`config.mk`:
```
export PLATFORM = sky130hd
export DESIGN_NAME = pwm_multi_gen
export DESIGN_NICKNAME = d
export VERILOG_FILES = /design/src/rtl/pwm_multi_gen.sv
export SDC_FILE = /design/constraint.sdc
export NUM_CORES = 1
export LEC_CHECK = 0
export ABC_AREA = 1
export CORE_ASPECT_RATIO = 0.75
export CORE_MARGIN = 2
export CORE_UTILIZATION = 30
export CTS_CLUSTER_SIZE = 14
export DETAILED_ROUTE_END_ITERATION = 10
export DONT_BUFFER_PORTS = 1
export GPL_TIMING_DRIVEN = 0
export PLACE_DENSITY_LB_ADDON = 0.08
export SYNTH_ARGS = -nofsm -noshare
export SYNTH_HDL_FRONTEND = slang
export SYNTH_SLANG_ARGS = --single-unit
```
`constraint.sdc`:
```
create_clock -name clk -period 1.9 [get_ports clk]
set_clock_uncertainty 0.05 [all_clocks]
set_input_delay 0.285 -clock clk [delete_from_list [all_inputs] [get_ports clk]]
set_output_delay 0.285 -clock clk [all_outputs]
set_load 0.02 [all_outputs]
```
`src/rtl/pwm_multi_gen.sv`:
```
// Multi-channel PWM generator: shared edge/center-aligned period counter, double-buffered
// per-channel duties applied at the period boundary. Optional dead-time: `define DEADTIME_EN.
module pwm_multi_gen #(
    parameter int unsigned WIDTH  = 11,
    parameter int unsigned NUM_CH = 2,
    parameter int unsigned BLANK  = 255
`ifdef DEADTIME_EN
    ,
    parameter int unsigned DT     = 4
`endif
) (
    input  logic                    clk,
    input  logic                    rst_n,
    input  logic [NUM_CH*WIDTH-1:0] duty,
    input  logic                    duty_vld,
    input  logic                    center_mode,
    output logic [NUM_CH-1:0]       pwm,
    output logic [NUM_CH-1:0]       pwm_n,
    output logic                    pwm_synch,
    output logic                    ovr_i_blank_n,
    output logic                    upd_pend
);

    localparam int unsigned      DW      = NUM_CH * WIDTH;
    localparam logic [WIDTH-1:0] CNT_MAX = '1;
    localparam logic [WIDTH-1:0] CNT_ONE = WIDTH'(1);
    localparam logic [WIDTH-1:0] BLANK_W = WIDTH'(BLANK);

    localparam logic [0:0] DIR_UP      = 1'b0;
    localparam logic [0:0] DIR_DN      = 1'b1;
    localparam logic [0:0] MODE_EDGE   = 1'b0;
    localparam logic [0:0] MODE_CENTER = 1'b1;

    logic [WIDTH-1:0]  cnt_q, cnt_d;
    logic [0:0]        dir_q, dir_d;
    logic [0:0]        mode_q, mode_d;
    logic [0:0]        pmode_q, pmode_d;
    logic [DW-1:0]     duty_pend_q, duty_pend_d;
    logic [DW-1:0]     duty_act_q, duty_act_d;
    logic              upd_pend_q, upd_pend_d;
    logic              boundary_c;
    logic              load_c;
    logic [NUM_CH-1:0] raw_d;
    logic [NUM_CH-1:0] pwm_q, pwm_n_q;

    // Period counter: boundary_c marks the last cycle of the period (cnt becomes 0 next)
    always_comb begin
        boundary_c = 1'b0;
        cnt_d      = cnt_q + CNT_ONE;
        dir_d      = dir_q;
        if (mode_q == MODE_EDGE) begin
            dir_d      = DIR_UP;
            boundary_c = (cnt_q == CNT_MAX);
        end else if (dir_q == DIR_UP) begin
            if (cnt_q == CNT_MAX) begin
                cnt_d = cnt_q - CNT_ONE;
                dir_d = DIR_DN;
            end
        end else begin
            cnt_d = cnt_q - CNT_ONE;
            if (cnt_q == CNT_ONE) begin
                boundary_c = 1'b1;
                dir_d      = DIR_UP;
            end
        end
        if (load_c) begin
            dir_d = DIR_UP;
        end
    end

    assign load_c = boundary_c & (upd_pend_q | duty_vld);

    // Double buffer: a strobe on the boundary edge bypasses the pending stage
    always_comb begin
        duty_pend_d = duty_pend_q;
        pmode_d     = pmode_q;
        duty_act_d  = duty_act_q;
        mode_d      = mode_q;
        upd_pend_d  = upd_pend_q;
        if (duty_vld) begin
            duty_pend_d = duty;
            pmode_d     = center_mode;
        end
        if (load_c) begin
            duty_act_d = duty_vld ? duty : duty_pend_q;
            mode_d     = duty_vld ? center_mode : pmode_q;
            upd_pend_d = 1'b0;
        end else if (duty_vld) begin
            upd_pend_d = 1'b1;
        end
    end

    always_ff @(posedge clk or negedge rst_n) begin
        if (!rst_n) begin
            cnt_q       <= '0;
            dir_q       <= DIR_UP;
            mode_q      <= MODE_EDGE;
            pmode_q     <= MODE_EDGE;
            duty_pend_q <= '0;
            duty_act_q  <= '0;
            upd_pend_q  <= 1'b0;
        end else begin
            cnt_q       <= cnt_d;
            dir_q       <= dir_d;
            mode_q      <= mode_d;
            pmode_q     <= pmode_d;
            duty_pend_q <= duty_pend_d;
            duty_act_q  <= duty_act_d;
            upd_pend_q  <= upd_pend_d;
        end
    end

    always_comb begin
        raw_d = '0;
        for (int i = 0; i < NUM_CH; i++) begin
            raw_d[i] = (cnt_q < duty_act_q[i*WIDTH +: WIDTH]);
        end
    end

`ifdef DEADTIME_EN
    localparam int unsigned    DTW     = (DT < 1) ? 1 : $clog2(DT + 1);
    localparam logic [DTW-1:0] DT_LOAD = DTW'(DT);

    logic [NUM_CH-1:0]           raw_q;
    logic [NUM_CH-1:0][DTW-1:0]  dt_q, dt_d;
    logic [NUM_CH-1:0]           pwm_d, pwm_n_d;

    // Dead-time counter reloads on every raw transition; outputs gated until it expires
    always_comb begin
        dt_d    = dt_q;
        pwm_d   = '0;
        pwm_n_d = '0;
        for (int i = 0; i < NUM_CH; i++) begin
            if (raw_d[i] != raw_q[i]) begin
                dt_d[i] = DT_LOAD;
            end else if (dt_q[i] != '0) begin
                dt_d[i] = dt_q[i] - DTW'(1);
            end
            pwm_d[i]   =  raw_d[i] & (dt_d[i] == '0);
            pwm_n_d[i] = ~raw_d[i] & (dt_d[i] == '0);
        end
    end

    always_ff @(posedge clk or negedge rst_n) begin
        if (!rst_n) begin
            raw_q   <= '0;
            dt_q    <= {NUM_CH{DT_LOAD}};
            pwm_q   <= '0;
            pwm_n_q <= '0;
        end else begin
            raw_q   <= raw_d;
            dt_q    <= dt_d;
            pwm_q   <= pwm_d;
            pwm_n_q <= pwm_n_d;
        end
    end
`else
    always_ff @(posedge clk or negedge rst_n) begin
        if (!rst_n) begin
            pwm_q   <= '0;
            pwm_n_q <= '1;
        end else begin
            pwm_q   <= raw_d;
            pwm_n_q <= ~raw_d;
        end
    end
`endif

    assign pwm           = pwm_q;
    assign pwm_n         = pwm_n_q;
    assign pwm_synch     = boundary_c;
    assign ovr_i_blank_n = (cnt_q > BLANK_W);
    assign upd_pend      = upd_pend_q;

endmodule

```
-- Word level (Yosys, flattened, before mapping)
Cells that the tools add are included.
- bits in registers: 63
- input port bits: 26
- logic and storage cells: 35
- add/sub/neg operators: 2
- magnitude comparators: 3
- eq/ne operators: 2
- muxes and demuxes: 15
- bitwise logic cells: 3
- reduce and logical (&&, ||, !) cells: 1
- operators by type and width (cell ; count):
    $mux 11 ; 3
    $lt 11x11->1 ; 2
    $mux 22 ; 1
    $add 11x1->11 const B ; 1
    $eq 11x1->1 const B ; 1
    $eq 11x11->1 const B ; 1
    $gt 11x8->1 const B ; 1
    $mux 1 ; 11
    $sub 11x1->11 const B ; 1
    $not 2->2 ; 1
    $reduce_bool 2->1 ; 1
    $and 1x1->1 ; 1
    $or 1x1->1 ; 1

-- Longest topological paths before layout
- word-level depth: 6
- mapped depth: 10
- depth with buffers taken out: 9

-- Worst setup path before layout
OpenSTA, ideal clock, no wires.
- path kind: reg-to-output
- from: reg cnt_q[1]
- to: out pwm_synch
- data arrival time: 1.495 ns
- required time: 1.565 ns
- slack: 0.070 ns
- stages on the path, launching flop included: 8
- buffers on the path: 0
- path through: dfrtp_1 -> ha_1 -> nand3_2 -> nor2_4 -> nand3_2 -> nand2_4 -> inv_1 -> a21oi_1
- longest elaborated chain between the ends: 4
- elaborated cells between the ends (all ways): 5
- ends and longest elaborated chain (what ; RTL line ; source):
    from (decl) ; 34 ; logic [WIDTH-1:0] cnt_q, cnt_d;
    from (signal assigned) ; 103 ; cnt_q <= cnt_d;
    $eq 11x1->1 ; 61 ; if (cnt_q == CNT_ONE) begin
    $mux 1 ; 61 ;
    $mux 1 ; 54 ; end else if (dir_q == DIR_UP) begin
    $mux 1 * ; 51 ; if (mode_q == MODE_EDGE) begin
    to (decl) ; 19 ; output logic pwm_synch,
Mark *: on every way between the ends. The rest lies on a longest branch, timed or not.

-- Worst setup path in the final report
Ends and elaborated chain as after synthesis.

==> impl_metrics.toml <==
[sta]
setup-violations-final = 1
worst_slew_pin_slew_ps = 443
max_freq_ghz = 0.511
slew_headroom_pct = 70.4
slew_viol_final = 0
hold_viol = 0
fin_crit_sh_pct = 103
rsz0062_at_grt = "true"
worst_slack_ps = -55.7
min_period_ps = 1960

[pwr]
switching_share_pct = 21.5
leakage_nw = 2.07
p_comb_share_pct = 3.4
seq_power_share_pct = 42.2
intPower_mw = 2.60
power.net_switching_mw = 0.712
clkPwrFrac_pct = 54.5
power_density_mw_per_mm2 = 793
vdd_drop_max_mv = 0.439

[synth]
synthesis.area_mm2 = 0.00340
synth_area_leaders = "dfrtp_1 (45%), nand2_1 (18%), ha_1 (8.5%), inv_1 (5.2%), nand4_1 (4.6%)"
syn_inst = 422
synth_area_per_cell_um2 = 8.07
yosys.area.top_type = "dfrtp_1"
syn-num-nets = 471
netlist.area_leader.share_pct = 44.8
ys_seq_area_share_pct = 46.4
synth_cell_type_count = 27
synth-seq-cells = 63
synth_warnings = 0

[worst_setup_path]
critical_path_required_ps = 1560
worstReg2RegStart = "cnt_q[1]"
startpoint_type = "flip-flop"
critPathSlowestCell = "dfrtp_2"
critPathKind = "flip-flop to primary output"
reg2reg_depth = 11
path_cells = "inv_2 -> ha_4 -> nand2_4 -> nor3_4 -> nand2_2 -> a21oi_4"
r2r_setup_slack_ps = 110
r2r-end = "duty_act_q[6]"
critical-path-max-stage-delay_ps = 440
crit_start = "cnt_q[1]"
setup.worst_path.end = "pwm_synch"
arrival_ps = 1620
endpoint_kind = "primary output"
cp_max_fo = 4

[routing]
drc = 0
routedWlPerCell_um = 13.7
vias_per_cell = 4.46
first_pass_iters = 4
wl_um = 8130
drt_iter0_drc = 108
postRouteAntennaNets = 0
num_vias = 2647

[min_path]
min_from = "duty[14]"
hold_path_class = "input port to flip-flop"

[flow_run]
cap_violations = 0

[clock_network]
clock-sinks = 63
cts_tree = "done"
htreeDepth = 3
clock_latency_ps = 330
cts_buffers = 9
max-clock-path-buffers = 2
cts-root-buf = "clkbuf_16"
clk_pin_slew_worst_paths_ps = 60

[die]
rows = 33
ioPinCount = 33
die_w_um = 127
coreArea_mm2 = 0.0110
dieArea_mm2 = 0.0122
initial_core_util_pct = 31.0
die_h_um = 96.3

[grt]
grt_usage_pct = 14.6
grt_overflow = 0
grt_start_max_net_pins = 64
grt_pass1_vias = 2674
grt_pass1_wl_um = 13700
antenna_found_initial = 0

[cells_and_area]
layout_commonest_cell = "nand2_1"
nNetsFinal = 497
num_antenna_cells = 0
final_cell_mix = "nand2_1 (161), dfrtp_1 (53), inv_1 (45)"
drive_gt1_share_pct = 15.5
syn_to_final_growth_pct = 22.7
finish.utilization_pct = 38.0

[place]
dpl_worst_slack_ps = -398
hpwl_um = 5790
numPortBuffers = 0
gp_congestion = 0.802

[run_status]
outcome = "complete, but fails checks"
violations = "setup timing"
==> cell families (layout without fill, tap and decap cells) <==
logic type / after synthesis / count (layout) / synth area share (%)
adders and majority gates: 23 / 23 / 8.45
DFF: 63 / 63 / 46.4
AOI/OAI and AO/OA: 29 / 29 / 4.48
xor gates and xnor gates: 10 / 10 / 2.57
and+or+nand+nor: 235 / 235 / 30.0
buffers and inverters: 62 / 93 / 8.12
==> worst min path at each step <==
stage	end	cells after the start	slack [ps]
after floorplan	cnt_q[0]	0	-60
after global placement	cnt_q[4]	0	-60
after detailed placement	cnt_q[4]	0	-60
after CTS	duty_pend_q[14]	2	30
after global routing	duty_pend_q[5]	2	50
final	duty_pend_q[14]	2	50
==> flip-flops by register name, indices dropped and copies added (netlist names) <==
signal	flops
pwm	2
duty_act_q	22
pwm_n	2
duty_pend_q	22
pmode_q	1
mode_q	1
cnt_q	11
upd_pend	1
dir_q	1
==> routing by layer <==
layer  up-vias  routed length, um  track usage, %
met4         0                115            4.58
met3        13                295            3.78
met1      1198               4500            21.2
li1       1395                  -               -
met2        41               3220            21.3
met5         -                  0               0
==> per-stage QoR <==
| step | hold slack, ps | setup TNS [ps] | std cells | instance area, um^2 | power, mW |
|---|---|---|---|---|---|
| 2_1_floorplan | -60.6 | 0 | 422 | 3400 | 1.48 |
| 3_5_place_dp | -56.7 | -773 | 562 | 3580 | 1.50 |
| 3_3_place_gp | -57.5 | -686 | 562 | 3580 | 1.50 |
| 6_report | 45.1 | -55.7 | 593 | 4180 | 3.31 |
| 5_1_grt | 48.3 | -229 | 593 | 4180 | 3.45 |
| 4_1_cts | 34.9 | -92.3 | 591 | 4090 | 3.37 |
==> synth_stat cells <==
cell type	instances
nand2_1	163
dfrtp_1	61
inv_1	47
nand4_1	25
ha_1	23
nor2_1	19
a21oi_1	15
nand3_1	15
o21ai_0	9
xor2_1	8
buf_4	5
clkbuf_1	5
buf_6	3
nor3_1	3
buf_2	2
dfstp_2	2
nand2_2	2
nand3_2	2
nor2_2	2
o21a_1	2
o21ai_1	2
xnor2_1	2
nand2_4	1
nand3_4	1
nor2_4	1
o21bai_1	1
or2_2	1
==> final cells by class <==
cell class / instances / area [um^2]
Buffer: 15 / 119
Clock buffer: 11 / 243
Clock inverter: 5 / 81.3
Fill cell: 1155 / 6810
Inverter: 47 / 179
Multi-Input combinational cell: 297 / 1660
Sequential cell: 63 / 1590
Tap cell: 140 / 175
Timing Repair Buffer: 15 / 135
==> worst max-delay path: cells and delay by family, from the launching register on <==
| kind | cells | cell delay [ps] |
|---|---|---|
| flip-flops | 1 | 440 |
| AND/OR/NAND/NOR | 3 | 340 |
| AO/OA/AOI/OAI | 1 | 280 |
| adder cells (fa/ha/maj) | 1 | 140 |
| buffers and inverters | 1 | 90 |
==> power by group through the flow <==
stage	Clock, mW	Combinational, mW	Sequential, mW
2_1_floorplan	0	0.0593	1.42
3_3_place_gp	0	0.0779	1.42
3_5_place_dp	0	0.0790	1.42
4_1_cts	1.85	0.117	1.40
5_1_grt	1.91	0.134	1.40
6_report	1.80	0.112	1.40
==> timing repair <==
action                                  4_1_cts  5_1_grt
pin swaps                                     6        8
endpoints found under the setup margin       23       22
hold endpoints to repair                     63        0
resized for setup                            19       17
hold buffers                                  2        0
buffers inserted                             11        3
(Power assumes the default switching activity.)
